--- config.mk ---
export PLATFORM = sky130hd
export DESIGN_NAME = operand_fetch
export DESIGN_NICKNAME = d
export VERILOG_FILES = /design/src/rtl/simple_processor_pkg.sv /design/src/rtl/reg_file.sv /design/src/rtl/operand_fetch.sv
export SDC_FILE = /design/constraint.sdc
export NUM_CORES = 2
export LEC_CHECK = 0
export ABC_AREA = 0
export BUFFER_PORTS_ARGS = -buffer_cell sky130_fd_sc_hd__buf_2
export CAP_MARGIN = 20
export CORE_MARGIN = 2
export CORE_UTILIZATION = 50
export DETAILED_ROUTE_END_ITERATION = 16
export PLACE_DENSITY_LB_ADDON = 0.1
export SLEW_MARGIN = 20
export SYNTH_ARGS = -nofsm -noshare
export SYNTH_HDL_FRONTEND = slang
export SYNTH_SLANG_ARGS = --single-unit
--- constraint.sdc ---
create_clock -name clk_i -period 7.3 [get_ports clk_i]
set_input_delay 0.365 -clock clk_i [delete_from_list [all_inputs] [get_ports clk_i]]
set_output_delay 0.365 -clock clk_i [all_outputs]
set_load 0.005 [all_outputs]
--- src/rtl/simple_processor_pkg.sv ---
// Shared types and helpers for the simple processor pipeline.
// Holds operand width, operation encodings and the issue bundle.
package simple_processor_pkg;

    localparam int DATA_WIDTH = 32;
    localparam int REG_AW     = 5;

    typedef enum logic [1:0] {
        ADD  = 2'd0,
        ADDI = 2'd1,
        SUB  = 2'd2,
        NOP  = 2'd3
    } func_t;

    typedef struct packed {
        func_t                 func;
        logic [REG_AW-1:0]     rd;
        logic [5:0]            imm;
        logic [DATA_WIDTH-1:0] rs1_data;
        logic [DATA_WIDTH-1:0] rs2_data;
    } ex_op_t;

    function automatic logic uses_rs2(func_t f);
        return (f == ADD) || (f == SUB);
    endfunction

    function automatic logic writes_rd(func_t f);
        return (f == ADD) || (f == ADDI) || (f == SUB);
    endfunction

endpackage

--- src/rtl/reg_file.sv ---
// Architectural register file, r0 hardwired to zero.
// Two read ports forward same-cycle writeback data.
module reg_file
    import simple_processor_pkg::*;
#(
    parameter int NUM_REGS = 32,
    parameter int AW       = $clog2(NUM_REGS)
) (
    input  logic                  clk_i,
    input  logic                  arst_ni,
    input  logic                  we_i,
    input  logic [AW-1:0]         waddr_i,
    input  logic [DATA_WIDTH-1:0] wdata_i,
    input  logic [AW-1:0]         raddr_a_i,
    output logic [DATA_WIDTH-1:0] rdata_a_o,
    input  logic [AW-1:0]         raddr_b_i,
    output logic [DATA_WIDTH-1:0] rdata_b_o
);

    logic [DATA_WIDTH-1:0] regs_q [NUM_REGS];
    logic [DATA_WIDTH-1:0] regs_d [NUM_REGS];

    logic wr_hit;
    assign wr_hit = we_i && (waddr_i != '0);

    always_comb begin
        for (int i = 0; i < NUM_REGS; i++) begin
            regs_d[i] = regs_q[i];
        end
        if (wr_hit) begin
            regs_d[waddr_i] = wdata_i;
        end
        regs_d[0] = '0;
    end

    always_ff @(posedge clk_i or negedge arst_ni) begin
        if (!arst_ni) begin
            for (int i = 0; i < NUM_REGS; i++) begin
                regs_q[i] <= '0;
            end
        end else begin
            for (int i = 0; i < NUM_REGS; i++) begin
                regs_q[i] <= regs_d[i];
            end
        end
    end

    always_comb begin
        rdata_a_o = regs_q[raddr_a_i];
        if (raddr_a_i == '0) begin
            rdata_a_o = '0;
        end else if (wr_hit && (waddr_i == raddr_a_i)) begin
            rdata_a_o = wdata_i;
        end
    end

    always_comb begin
        rdata_b_o = regs_q[raddr_b_i];
        if (raddr_b_i == '0) begin
            rdata_b_o = '0;
        end else if (wr_hit && (waddr_i == raddr_b_i)) begin
            rdata_b_o = wdata_i;
        end
    end

endmodule

--- src/rtl/operand_fetch.sv ---
// Operand fetch / issue stage: regfile read, scoreboard
// hazard stall and registered launch toward the ALU.
module operand_fetch
    import simple_processor_pkg::*;
#(
    parameter int NUM_REGS = 32,
    parameter int AW       = $clog2(NUM_REGS)
) (
    input  logic                  clk_i,
    input  logic                  arst_ni,
    input  logic                  instr_valid_i,
    output logic                  instr_ready_o,
    input  func_t                 instr_func_i,
    input  logic [AW-1:0]         instr_rd_i,
    input  logic [AW-1:0]         instr_rs1_i,
    input  logic [AW-1:0]         instr_rs2_i,
    input  logic [5:0]            instr_imm_i,
    output logic                  ex_valid_o,
    input  logic                  ex_ready_i,
    output func_t                 ex_func_o,
    output logic [AW-1:0]         ex_rd_o,
    output logic [5:0]            ex_imm_o,
    output logic [DATA_WIDTH-1:0] ex_rs1_data_o,
    output logic [DATA_WIDTH-1:0] ex_rs2_data_o,
    input  logic                  wb_en_i,
    input  logic [AW-1:0]         wb_addr_i,
    input  logic [DATA_WIDTH-1:0] wb_data_i
);

    logic [DATA_WIDTH-1:0] rs1_data;
    logic [DATA_WIDTH-1:0] rs2_data;

    reg_file #(
        .NUM_REGS (NUM_REGS),
        .AW       (AW)
    ) u_reg_file (
        .clk_i     (clk_i),
        .arst_ni   (arst_ni),
        .we_i      (wb_en_i),
        .waddr_i   (wb_addr_i),
        .wdata_i   (wb_data_i),
        .raddr_a_i (instr_rs1_i),
        .rdata_a_o (rs1_data),
        .raddr_b_i (instr_rs2_i),
        .rdata_b_o (rs2_data)
    );

    logic [NUM_REGS-1:0] pending_q, pending_d;
    logic [NUM_REGS-1:0] clr_vec, pend_eff;
    logic                ex_valid_q, ex_valid_d;
    ex_op_t              ex_q, ex_d;
    logic                wr_rd, hazard, issue;

    always_comb begin
        clr_vec = '0;
        if (wb_en_i) begin
            clr_vec[wb_addr_i] = 1'b1;
        end
        pend_eff = pending_q & ~clr_vec;

        wr_rd = writes_rd(instr_func_i) && (instr_rd_i != '0);

        hazard = instr_valid_i && (pend_eff[instr_rs1_i]
            || (uses_rs2(instr_func_i) && pend_eff[instr_rs2_i])
            || (wr_rd && pend_eff[instr_rd_i]));

        instr_ready_o = (!ex_valid_q || ex_ready_i) && !hazard;
        issue = instr_valid_i && instr_ready_o;

        // A same-cycle issue re-sets a bit the writeback clears.
        pending_d = pend_eff;
        if (issue && wr_rd) begin
            pending_d[instr_rd_i] = 1'b1;
        end
        pending_d[0] = 1'b0;

        ex_valid_d = ex_valid_q;
        ex_d       = ex_q;
        if (issue) begin
            ex_valid_d    = 1'b1;
            ex_d.func     = instr_func_i;
            ex_d.rd       = REG_AW'(instr_rd_i);
            ex_d.imm      = instr_imm_i;
            ex_d.rs1_data = rs1_data;
            ex_d.rs2_data = rs2_data;
        end else if (ex_ready_i) begin
            ex_valid_d = 1'b0;
        end
    end

    always_ff @(posedge clk_i or negedge arst_ni) begin
        if (!arst_ni) begin
            pending_q  <= '0;
            ex_valid_q <= 1'b0;
            ex_q       <= '0;
        end else begin
            pending_q  <= pending_d;
            ex_valid_q <= ex_valid_d;
            ex_q       <= ex_d;
        end
    end

    assign ex_valid_o    = ex_valid_q;
    assign ex_func_o     = ex_q.func;
    assign ex_rd_o       = AW'(ex_q.rd);
    assign ex_imm_o      = ex_q.imm;
    assign ex_rs1_data_o = ex_q.rs1_data;
    assign ex_rs2_data_o = ex_q.rs2_data;

endmodule

## Word-level counts from Yosys, hierarchy flattened

Index checks and enable logic that the tools add are counted.

| operators by class | value |
|---|---|
| reductions and logical operators | 27 |
| mux-type cells | 27 |
| equality and inequality tests | 4 |
| magnitude comparators | 10 |
| bitwise logic cells | 6 |

Operators by type and width:

| operator | count |
|---|---|
| 1024-bit bitwise mux | 1 |
| 32-bit 2-to-1 mux | 11 |
| 32-bit binary-select mux with 5-bit select | 2 |
| 32-bit demux with 5-bit select | 1 |
| 32-bit AND | 1 |
| 32-bit inverter | 1 |
| 32-bit OR | 1 |
| 5-bit by 6-bit less-than comparator with 1-bit output, second input constant | 4 |
| 6-bit >= comparator, second input constant | 3 |
| 5-bit inverter with 6-bit output | 3 |
| 1-bit binary-select mux with 5-bit select | 3 |
| 1-bit logical AND | 13 |
| 1-bit demux with 5-bit select | 2 |
| 5-bit == test | 2 |
| 5-bit by 1-bit >= comparator with 1-bit output, second input constant | 2 |
| 5-bit logical NOT | 2 |
| 5-bit nonzero test | 2 |
| 1-bit 2-to-1 mux | 7 |
| 1-bit logical OR | 6 |
| 6-bit by 1-bit less-than comparator with 1-bit output, second input constant | 1 |
| 2-bit by 1-bit == test with 1-bit output, second input constant | 1 |
| 2-bit == test, second input constant | 1 |
| 1-bit logical NOT | 2 |
| 2-bit logical NOT | 1 |
| 2-bit nonzero test | 1 |

| storage, ports and cells | value |
|---|---|
| logic and storage cells | 112 |
| input port bits | 65 |
| flip-flop bits (word level) | 1101 |
| output and inout bits | 79 |

## Logic depth before layout (Yosys ltp)

| logic depth | value |
|---|---|
| depth in word-level cells | 18 |
| depth in mapped cells | 13 |
| mapped depth without buffers | 8 |

## By module

A second synthesis with hierarchy kept.

| second synthesis, totals | value |
|---|---|
| cell total of the unflattened synthesis | 4136 |
| area total of the unflattened synthesis | 59086.7 um2 |

By module, submodules not included:

| module | sequential area each (um2) | cells an instance | area each (um2) | instances |
|---|---|---|---|---|
| reg_file | 24823.8 | 3619 | 53351.2 | 1 |
| operand_fetch | 2727.6 | 517 | 5735.5 | 1 |

## Worst setup path before layout

No wires, ideal clock.

| path | value |
|---|---|
| path kind | input to register |
| start | input instr_rs2_i[0] |
| end | register ex_q (netlist bit ex_rs2_data_o[30]) |
| path buffers | 4 |
| setup time | 0.125 ns |
| stages | 9 |
| setup slack | 4.064 ns |
| required time | 7.175 ns |
| arrival time | 3.112 ns |
| cell sequence | clkbuf_1 -> buf_2 -> clkbuf_1 -> buf_1 -> mux4_2 -> mux4_2 -> mux2i_1 -> o21ai_0 -> mux2_2 |

| between the ends | value |
|---|---|
| word-level cells in the longest chain between the ends | 9 |
| elaborated cells between the ends (all ways) | 18 |
| classes of those cells | 1 x eq/ne; 7 x mux; 1 x bitwise; 9 x reduce/logical |

Ends and longest elaborated chain:

| element | RTL line | RTL |
|---|---|---|
| from (decl) | operand_fetch.sv:16 | `input logic [AW-1:0] instr_rs2_i,` |
| 1-bit binary-select mux with 5-bit select | operand_fetch.sv:64 | `\|\| (uses_rs2(instr_func_i) && pend_eff[instr_rs2_i])` |
| 1-bit 2-to-1 mux (implied by the code) | operand_fetch.sv:64 |  |
| 1-bit logical AND | operand_fetch.sv:64 |  |
| 1-bit logical OR | operand_fetch.sv:64 |  |
| 1-bit logical OR | operand_fetch.sv:65 | `\|\| (wr_rd && pend_eff[instr_rd_i]));` |
| 1-bit logical AND | operand_fetch.sv:63 | `hazard = instr_valid_i && (pend_eff[instr_rs1_i]` |
| 1-bit logical NOT | operand_fetch.sv:67 | `instr_ready_o = (!ex_valid_q \|\| ex_ready_i) && !hazard;` |
| 1-bit logical AND | operand_fetch.sv:67 |  |
| 1-bit logical AND | operand_fetch.sv:68 | `issue = instr_valid_i && instr_ready_o;` |
| to (signal assigned) | operand_fetch.sv:95 | `ex_q <= '0;` |
| to (signal assigned) | operand_fetch.sv:99 | `ex_q <= ex_d;` |
| to (decl) | operand_fetch.sv:51 | `ex_op_t ex_q, ex_d;` |

Several ways; a longest one is shown, not always the timed one. The select of a mux whose other input is x is not followed.
A chain may end at the register's enable or synchronous reset.

## Worst setup path after layout

| path | value |
|---|---|
| start | input instr_rs1_i[0] |
| end | output instr_ready_o |

| between the ends | value |
|---|---|
| word-level cells in the longest chain between the ends | 7 |

Ends and longest elaborated chain:

| element | RTL line | RTL |
|---|---|---|
| from (decl) | operand_fetch.sv:15 | `input logic [AW-1:0] instr_rs1_i,` |
| 1-bit binary-select mux with 5-bit select | operand_fetch.sv:63 |  |
| 1-bit 2-to-1 mux (implied by the code) | operand_fetch.sv:63 |  |
| 1-bit logical OR | operand_fetch.sv:64 |  |
| 1-bit logical OR | operand_fetch.sv:65 |  |
| 1-bit logical AND | operand_fetch.sv:63 |  |
| 1-bit logical NOT | operand_fetch.sv:67 |  |
| 1-bit logical AND | operand_fetch.sv:67 |  |
| to (decl) | operand_fetch.sv:12 | `output logic instr_ready_o,` |

No other way between the ends. The select of a mux whose other input is x is not followed.

==> summary.txt <==
Routing
  – Remaining antenna violation count: 0
  – Vias per cell: 6.74
  – TritonRoute pass-1 iters: 5
  – Total Wirelength: 178000 microns
  – Drt first-iter violations: 3443
  – Via Count: 36.3k
  – Drt wl/cell: 33.0 microns
  – Residual DRC: 0

Worst setup path
  – CP max FO: 89
  – Cell family with most CP delay: buffers and inverters
  – Worst setup path category: in2out
  – Crit start category: input pin
  – Worst path arrival time: roughly 3.7 ns
  – CP max stage cell: buf_12
  – Setup slack, reg-to-reg: 4.00 ns
  – Crit path cell chain: buf_8, buf_12, mux4_2, a22o_1, a32o_1, a31oi_1, nand3b_1, a21boi_0, buf_2
  – CP Data Required Time: between 6 and 7 ns
  – Largest stage delay, worst path: 0.68 ns
  – WP buf/inv: 3
  – Setup crit end kind: output pin

Cells and area
  – Fillers: 9128
  – Multi-input logic area: 0.0296 sq mm
  – FF/Latch Area: 0.0276 sq mm
  – Area delta synth->final: 10.4%
  – Share of layout cells above drive strength 1: between 50 and 60%
  – NumNets Final: 3837

Die
  – Die Span Y: 346 microns
  – Die X: 346 microns
  – Core box area: around 0.12 sq mm
  – Initial Utilization: 50.4%
  – # rows: 125
  – IO Pins: 144
  – Die area: around 0.12 sq mm

STA
  – Final period utilization: between 50% and 60%
  – Setup Skew: 0.0232 ns
  – Hold slack: between 0.1 and 0.15 ns
  – Max Clk Rate: 248 MHz
  – RSZ-0062 raised after global routing: false
  – Tmin final: between 4 and 5 ns
  – Max-slew headroom: 23.2%
  – Final Hold Vio Count: 0
  – TNS Setup: 0 ns
  – Final Max Tran Viols: 0
  – Final Setup Violations: 0
  – Worst Tran Pin Value: 1.15 ns

GRT
  – Vias in the first global route: just under 40k
  – First-pass GRT wire length: ~260000 microns
  – Initial antenna violation count: 6
  – GRT Total Usage: 30.0%
  – Largest net degree at the start of global routing: 173
  – Gr ovfl total: 0

Power
  – Peak supply drop: between 0.2 and 0.25 mV
  – P_leak: 0.0276 uW
  – Power Dens Cells: 286 mW/mm^2

Clock network
  – H-tree depth: 3
  – Clock Root Buffer: clkbuf_16
  – TritonCTS buffer count: 120
  – Insertion delay to the later sink of the worst-skew pair: 0.72 ns
  – Post-CTS resize count: 0
  – CTS tree: yes
  – Max clock buf depth: 3
  – Clock transition at the registers of the reported paths: about 0.060 ns
  – Clock Sinks: 1101

Logic synthesis
  – Commonest cells post-synth: dfrtp_1 (1101), mux2_2 (1071), mux4_2 (586), clkbuf_1 (256), nand2_1 (221)
  – Largest area contributor in the netlist: dfrtp_1
  – Syn_area_per_cell: 15.3 sq um
  – Post-synth EDFFs: 0
  – Mapped Cells: 3828
  – Async SR Flop Fraction: 100%
  – Main synth FF type: dfrtp_1
  – Mapped Nets: 3893
  – Largest cells by area after synthesis: dfrtp_1 (47%), mux4_2 (23%), mux2_2 (21%)
  – Area share of the largest cell type after synthesis: between 40% and 50%
  – #FFs+latches synth: 1101
  – Ys Warns: 0
  – Most frequent cell after synthesis: dfrtp_1
  – Sequential area share after synthesis: 47.1%
  – Synth cell types: 63
  – Synthesized area: 0.0585 sq mm

Placed design
  – DP HPWL: 95700 microns
  – Port Buffer Count: 143
  – Final Wtd Congestion: roughly 0.83

Outcome
  – Status: completed

Worst hold path
  – Type of the worst min-delay path: in2reg

Run
  – Max-cap check violation count: 0
==> state kept, by name (all words and copies together), names as in the netlist <==
register           cells
ex_valid_o             1
ex_rs1_data_o         32
pending_q             31
u_reg_file.regs_q    992
ex_rd_o                5
ex_rs2_data_o         32
ex_func_o              2
ex_imm_o               6
==> through the flow <==
step / total power, uW / area, sq um / cells / util, % / setup WS, ns
global placement: 12200 / 60500 / 5163 / 52.1 / 2.80
finish: 18400 / 64500 / 5391 / 55.6 / 3.27
CTS: 18500 / 64500 / 5388 / 55.6 / 3.22
floorplan: 11100 / 58500 / 3828 / - / 4.06
detailed placement: 12400 / 60500 / 5164 / 52.1 / 2.69
global route: 19200 / 64500 / 5389 / 55.6 / 2.96
==> layer usage <==
layer  vias up  global-route usage (%)  share of wire [%]
li1      14643                       -                  -
met1     19867                    41.3                 41
met2      1451                    48.3                 48
met3       370                    5.27                6.5
met4         4                    10.5                3.8
met5         -                       0              0.015
==> repair_timing <==
| item | in CTS | in global routing |
|---|---|---|
| endpoints found under the hold margin | 101 | 0 |
| hold buffers | 10 | 0 |
| setup buffers | 0 | 0 |
==> area by class of cell <==
| cell class | instances | area share [%] |
|---|---|---|
| Inverter | 9 | 0.0524 |
| Timing Repair Buffer | 219 | 2.37 |
| Clock buffer | 183 | 5.54 |
| Multi-Input combinational cell | 2321 | 45.8 |
| Tap cell | 1524 | 2.96 |
| Clock inverter | 31 | 0.533 |
| Sequential cell | 1101 | 42.7 |
| Antenna cell | 3 | 0.0116 |
==> cell usage in the layout (no fill, tap or decap), types with 5 or more instances in the layout <==
| cell type | netlist | routed |
|---|---|---|
| dfrtp_1 | 1101 | 1101 |
| mux2_2 | 1071 | 1071 |
| mux4_2 | 586 | 586 |
| nand2_1 | 221 | 210 |
| buf_2 | 21 | 132 |
| clkbuf_16 | 0 | 122 |
| o21ai_0 | 121 | 121 |
| mux2i_1 | 105 | 105 |
| buf_4 | 2 | 58 |
| a22o_1 | 33 | 33 |
| clkbuf_1 | 256 | 32 |
| clkbuf_8 | 0 | 29 |
| nor2_4 | 0 | 22 |
| o31ai_1 | 20 | 20 |
| clkinv_2 | 0 | 19 |
| nand3_1 | 11 | 11 |
| buf_12 | 0 | 11 |
| nand2_2 | 0 | 10 |
| dlygate4sd3_1 | 0 | 10 |
| nor2_1 | 31 | 9 |
| o31ai_2 | 9 | 9 |
| xnor2_1 | 7 | 7 |
| nor2b_1 | 7 | 6 |
| a21boi_0 | 6 | 6 |
| bufinv_16 | 0 | 6 |
| buf_8 | 0 | 6 |
| nand4_1 | 5 | 5 |
| nand2b_1 | 5 | 5 |
| inv_1 | 6 | 5 |
| or3_1 | 5 | 5 |
| a31oi_1 | 5 | 5 |
==> cell families (layout without fill, tap and decap cells) <==
| logic type | count (synthesis) | in the layout | share of synthesized area (%) |
|---|---|---|---|
| AOI/OAI and AO/OA | 234 | 234 | 2.65 |
| xor gates and xnor gates | 10 | 10 | 0.150 |
| buffers and inverters | 406 | 442 | 2.68 |
| DFF | 1101 | 1101 | 47.1 |
| muxes | 1762 | 1762 | 45.0 |
| other | 0 | 3 | 0 |
| and+or+nand+nor | 315 | 315 | 2.37 |
==> report_power, final <==
group / internal (uW) / switching, uW / total (uW)
sequential: 7410 / 965 / 8380
combinational: 2440 / 1530 / 3970
clock: 3550 / 2530 / 6080
total: 13400 / 5020 / 18400
==> path summary, 6_finish.rpt <==
check	start	endpoint	cells after the start
worst max register to register	pending_q[10]	ex_rs2_data_o[15]	7
min in group asynchronous	arst_ni	ex_imm_o[0]	2
worst min-delay path	instr_rd_i[4]	ex_rd_o[4]	2
worst max-delay path	instr_rs1_i[0]	instr_ready_o	9
worst min register to register	ex_rs1_data_o[24]	ex_rs1_data_o[24]	1
max in group asynchronous	arst_ni	u_reg_file.regs_q[943]	4
Power figures use the tool's default switching activity.
